File: config.mk
export PLATFORM = sky130hd
export DESIGN_NAME = srl_piso_serializer
export DESIGN_NICKNAME = d
export VERILOG_FILES = /design/src/rtl/srl_ser_pkg.sv /design/src/rtl/srl_ser_hold.sv /design/src/rtl/srl_piso_serializer.sv
export SDC_FILE = /design/constraint.sdc
export NUM_CORES = 1
export LEC_CHECK = 0
export CORE_MARGIN = 1
export CORE_UTILIZATION = 54
export CTS_CLUSTER_DIAMETER = 50
export DETAILED_ROUTE_END_ITERATION = 16
export PLACE_DENSITY = 0.81
export SLEW_MARGIN = 20
export SYNTH_ARGS = -nofsm -noshare
export SYNTH_HDL_FRONTEND = slang
export SYNTH_SLANG_ARGS = --single-unit
export TNS_END_PERCENT = 100
File: constraint.sdc
create_clock -name clk -period 3.2 [get_ports clk]
set_input_delay 0.48 -clock clk [delete_from_list [all_inputs] [get_ports clk]]
set_output_delay 0.48 -clock clk [all_outputs]
set_load 0.02 [all_outputs]
File: src/rtl/srl_ser_pkg.sv
// Shared types for the PISO serializer.
// State encoding and counter sizing helper.
package srl_ser_pkg;

  typedef enum logic {
    IDLE  = 1'b0,
    SHIFT = 1'b1
  } state_t;

  function automatic int cnt_w(input int w);
    return (w < 2) ? 1 : $clog2(w);
  endfunction

endpackage

File: src/rtl/srl_ser_hold.sv
// One-entry valid/ready skid for the serializer input.
// Ready is its own flop so s_valid never reaches it combinationally.
module srl_ser_hold #(
  parameter int WIDTH = 8
) (
  input  logic             clk,
  input  logic             rst,
  input  logic [WIDTH-1:0] s_data,
  input  logic             s_valid,
  output logic             s_ready,
  input  logic             take,
  output logic             full,
  output logic [WIDTH-1:0] data
);

  logic ready;

  assign s_ready = ready;

  // take needs full, accept needs !full: they cannot coincide
  always_ff @(posedge clk) begin
    if (rst) begin
      full  <= 1'b0;
      ready <= 1'b1;
      data  <= '0;
    end else if (take) begin
      full  <= 1'b0;
      ready <= 1'b1;
    end else if (s_valid && ready) begin
      full  <= 1'b1;
      ready <= 1'b0;
      data  <= s_data;
    end
  end

endmodule

File: src/rtl/srl_piso_serializer.sv
// Word-to-bit serializer with per-bit valid and SOF/EOF framing.
// The serial side advances only on enabled edges.
module srl_piso_serializer
  import srl_ser_pkg::*;
#(
  parameter int WIDTH     = 8,
  parameter bit MSB_FIRST = 1'b1
) (
  input  logic             clk,
  input  logic             rst,
  input  logic             e,
  input  logic [WIDTH-1:0] s_data,
  input  logic             s_valid,
  output logic             s_ready,
  output logic             q,
  output logic             q_valid,
  output logic             sof,
  output logic             eof,
  output logic             busy
);

  localparam int CW = cnt_w(WIDTH);
  localparam logic [CW-1:0] LAST = CW'(WIDTH - 1);

  state_t           state;
  logic [CW-1:0]    cnt;
  logic [CW-1:0]    idx;
  logic [WIDTH-1:0] shifter;
  logic [WIDTH-1:0] hold;
  logic             full;
  logic             last;
  logic             take;

  assign last = (cnt == LAST);
  assign idx  = MSB_FIRST ? (LAST - cnt) : cnt;

  // idle loads ignore e; mid-stream reload only on the last enabled bit
  assign take = full &&
    ((state == IDLE) || (state == SHIFT && e && last));

  assign busy = full || (state == SHIFT);

  srl_ser_hold #(
    .WIDTH(WIDTH)
  ) u_hold (
    .clk    (clk),
    .rst    (rst),
    .s_data (s_data),
    .s_valid(s_valid),
    .s_ready(s_ready),
    .take   (take),
    .full   (full),
    .data   (hold)
  );

  always_ff @(posedge clk) begin
    if (rst) begin
      state   <= IDLE;
      cnt     <= '0;
      shifter <= '0;
      q       <= 1'b0;
      q_valid <= 1'b0;
      sof     <= 1'b0;
      eof     <= 1'b0;
    end else begin
      unique case (state)
        IDLE: begin
          if (e) begin
            q       <= 1'b0;
            q_valid <= 1'b0;
            sof     <= 1'b0;
            eof     <= 1'b0;
          end
          if (full) begin
            shifter <= hold;
            cnt     <= '0;
            state   <= SHIFT;
          end
        end
        SHIFT: begin
          if (e) begin
            q       <= shifter[idx];
            q_valid <= 1'b1;
            sof     <= (cnt == '0);
            eof     <= last;
            if (!last) begin
              cnt <= cnt + 1'b1;
            end else if (full) begin
              shifter <= hold;
              cnt     <= '0;
            end else begin
              state <= IDLE;
            end
          end
        end
        default: state <= IDLE;
      endcase
    end
  end

endmodule

==> flow_metrics.env <==
export IMPL_n_fill_cell=146
export IMPL_grt_overflow_total=0
export IMPL_post_route_period_util=0.6347
export IMPL_crit_path_start_kind="flop"
export IMPL_synthTopCellsByArea="dfxtp_1 (50%), mux2i_1 (11%), nand2_1 (7.5%)"
export IMPL_syn_area_per_cell_um2=9.301
export IMPL_coreArea_um2=1783
export IMPL_critPathKind="reg2out"
export IMPL_synth_common_cells="dfxtp_1 (26), nand2_1 (21), a21oi_1 (13)"
export IMPL_post_drt_wl_per_cell_um=12.46
export IMPL_drc=0
export IMPL_ys_ff_latch=26
export IMPL_hold_viol=0
export IMPL_place_hpwl_um=1433
export IMPL_crit_fanout=6
export IMPL_die_area_um2=2127
export IMPL_die_h_um=46.12
export IMPL_tightest_slew_ns=0.3561
export IMPL_cts_tree="done"
export IMPL_status="completed"
export IMPL_holdWs_ns=0.4524
export IMPL_yosysTopAreaCellShare=0.4952
export IMPL_cts_root_buffer="clkbuf_4"
export IMPL_place_ws_ns=1.151
export IMPL_rsz0062_at_grt="no"
export IMPL_switchingPower_w=0.0001475
export IMPL_diodes=0
export IMPL_setup_worst_path_end_class="output pin"
export IMPL_vias_per_cell=5.173
export IMPL_synth_async_reset_ratio=0
export IMPL_cellPowerDensity_nw_per_um2=469.6
export IMPL_slew_viol_final=0
export IMPL_drt_first_iter_violations=12
export IMPL_setup_viol=0
export IMPL_start_util=0.5895
export IMPL_whs_path_depth=2
export IMPL_syn_cell_area_um2=1051
export IMPL_r2r_cells=6
export IMPL_drive_above_1_share=0.07634
export IMPL_power_total_w=0.0006010
export IMPL_grt_first_pass_wirelength_um=3243
export IMPL_skew_ns=0.003177
export IMPL_grt_antenna_before_repair=0
export IMPL_placed_cells=152
export IMPL_grt_max_degree=28
export IMPL_cts_hold_buf=0
export IMPL_rows=15
export IMPL_critical_path_required_ns=2.72
export IMPL_synth_edf_count=0
export IMPL_worst_slack_ns=1.169
export IMPL_power_frac_seq=0.586
export IMPL_rrSetupSlack_ns=1.39
export IMPL_final_cells=156
export IMPL_grt_total_usage=0.2177
export IMPL_p_leak_nw=0.4735
export IMPL_hold_path_class="reg2reg"
export IMPL_io_buffer_count=17
export IMPL_ys_seq_area_frac=0.4952
export IMPL_synth_distinct_cells=23
export IMPL_cts_path_max_buffers=2
export IMPL_numClockSinks=26
export IMPL_cts_resized=0
export IMPL_cts_buffers=3
export IMPL_via_count=807
export IMPL_synthCells=113
export IMPL_io_pins=18
export IMPL_p_clk_frac=0.267
export IMPL_maxCapViolCount=0
export IMPL_min_from="q$_SDFFE_PP0P_"
export IMPL_gp_congestion=0.7602
export IMPL_p_int_w=0.0004536
export IMPL_wl_um=1944
export IMPL_dr_pass1_iters=4
export IMPL_fmax_mhz=492.4
export IMPL_r2r_start="cnt[0]$_SDFFE_PP0P_"
export IMPL_syn_num_nets=128
export IMPL_synthFlopType="dfxtp_1"
export IMPL_clk_pin_slew_ns=0.13
export IMPL_synth_most_common_cell="dfxtp_1"
export IMPL_netlist_top_cell_by_area="dfxtp_1"
export IMPL_areaGrowthSynthToFinish_pct=21.79
export IMPL_nets=147
export IMPL_drt_antenna_violating_nets=0
export IMPL_grt_pass1_vias=768
export IMPL_post_cts_setup_buffer_count=0
export IMPL_final_min_clock_period_ns=2.031
export IMPL_clk_latency_ns=0.31
export IMPL_ir_drop_mv=0.3173
export IMPL_relSlewSlack=0.7621
export IMPL_yosysWarnings=0
export IMPL_setup_tns_final_ns=0
export IMPL_crit_arrival_ns=1.55
export IMPL_switching_share=0.2454
export IMPL_reg2reg_to="u_hold.data[3]$_SDFFE_PP0P_"
export IMPL_combPwrFrac=0.147
export IMPL_die_w_um=46.12
export IMPL_h_tree_depth=1
export IMPL_whs_endpoint="q$_SDFFE_PP0P_"
registers in the layout, indices dropped and copies added, names as in the netlist:
| signal | cells |
|---|---|
| cnt | 3 |
| sof | 1 |
| u_hold.full | 1 |
| state | 1 |
| q_valid | 1 |
| q | 1 |
| u_hold.data | 8 |
| u_hold.s_ready | 1 |
| shifter | 8 |
| eof | 1 |
worst max-delay path by stage:
stage | depth (start not counted) | start | slack, ns | to
after floorplan | 6 | cnt[0]$_SDFFE_PP0P_ | 1.56 | u_hold.data[0]$_SDFFE_PP0P_
after global placement | 5 | e | 1.19 | u_hold.data[7]$_SDFFE_PP0P_
after detailed placement | 5 | e | 1.15 | u_hold.data[3]$_SDFFE_PP0P_
after CTS | 2 | u_hold.full$_SDFFE_PP0P_ | 1.16 | busy
after global routing | 2 | u_hold.full$_SDFFE_PP0P_ | 1.09 | busy
final | 2 | u_hold.full$_SDFFE_PP0P_ | 1.17 | busy
metal layers:
metal | vias up | track usage | wire length, µm
li1 | 415 | - | -
met4 | 0 | 0.08824 | 22
met2 | 17 | 0.3887 | 1018
met3 | 4 | 0.03922 | 55
met5 | - | 0 | 0
met1 | 371 | 0.2531 | 847
layout by cell type, fill, tap and decap left out, drive strengths merged, types with 2 or more instances in the layout:
cell            n
ha              3
inv             4
a21oi          14
nand3           2
nor2           11
nand2b          3
clkbuf          4
mux2i          12
dfxtp          26
nor3            4
nand2          21
clkdlybuf4s50  17
cell families (layout without fill, tap and decap cells):
| kind of cell | after synthesis | count (layout) | synth area share |
|---|---|---|---|
| compound gates | 18 | 18 | 0.1131 |
| xor+xnor | 1 | 1 | 0.008335 |
| fa+ha+maj | 3 | 3 | 0.03572 |
| buf+inv | 8 | 26 | 0.02975 |
| flops | 26 | 26 | 0.4952 |
| mux | 13 | 13 | 0.1357 |
| simple gates | 44 | 44 | 0.1822 |
power by group through the flow:
stage / registers (W) / clock network, W / logic [W]
2_1_floorplan: 0.000359 / 0 / 0.0000538
3_3_place_gp: 0.000358 / 0 / 0.0000853
3_5_place_dp: 0.000359 / 0 / 0.0000889
4_1_cts: 0.000352 / 0.000162 / 0.0000896
5_1_grt: 0.000354 / 0.000177 / 0.0000973
6_report: 0.000352 / 0.000160 / 0.0000886
through the flow:
step | area [µm²] | utilization
global route | 1280 | 0.7179
global placement | 1244 | 0.6975
floorplan | 1051 | -
CTS | 1280 | 0.7179
finish | 1280 | 0.7179
detailed placement | 1244 | 0.6975
worst max-delay path, stage by stage, from the launching register on:
cell	delay (ns)
dfxtp_1	0.40
or2_2	0.31
clkdlybuf4s50_1	0.53
layout make-up:
| class | count | area, µm² | share of cell area |
|---|---|---|---|
| tap | 25 | 31.28 | 0.02444 |
| multi-input combinational | 79 | 499.2 | 0.3900 |
| sequential | 26 | 520.5 | 0.4066 |
| timing repair buffer | 18 | 177.7 | 0.1388 |
| clock buffer | 4 | 36.28 | 0.02835 |
| inverter | 4 | 15.01 | 0.01173 |
Note: power is estimated with default switching activity, not from simulation.
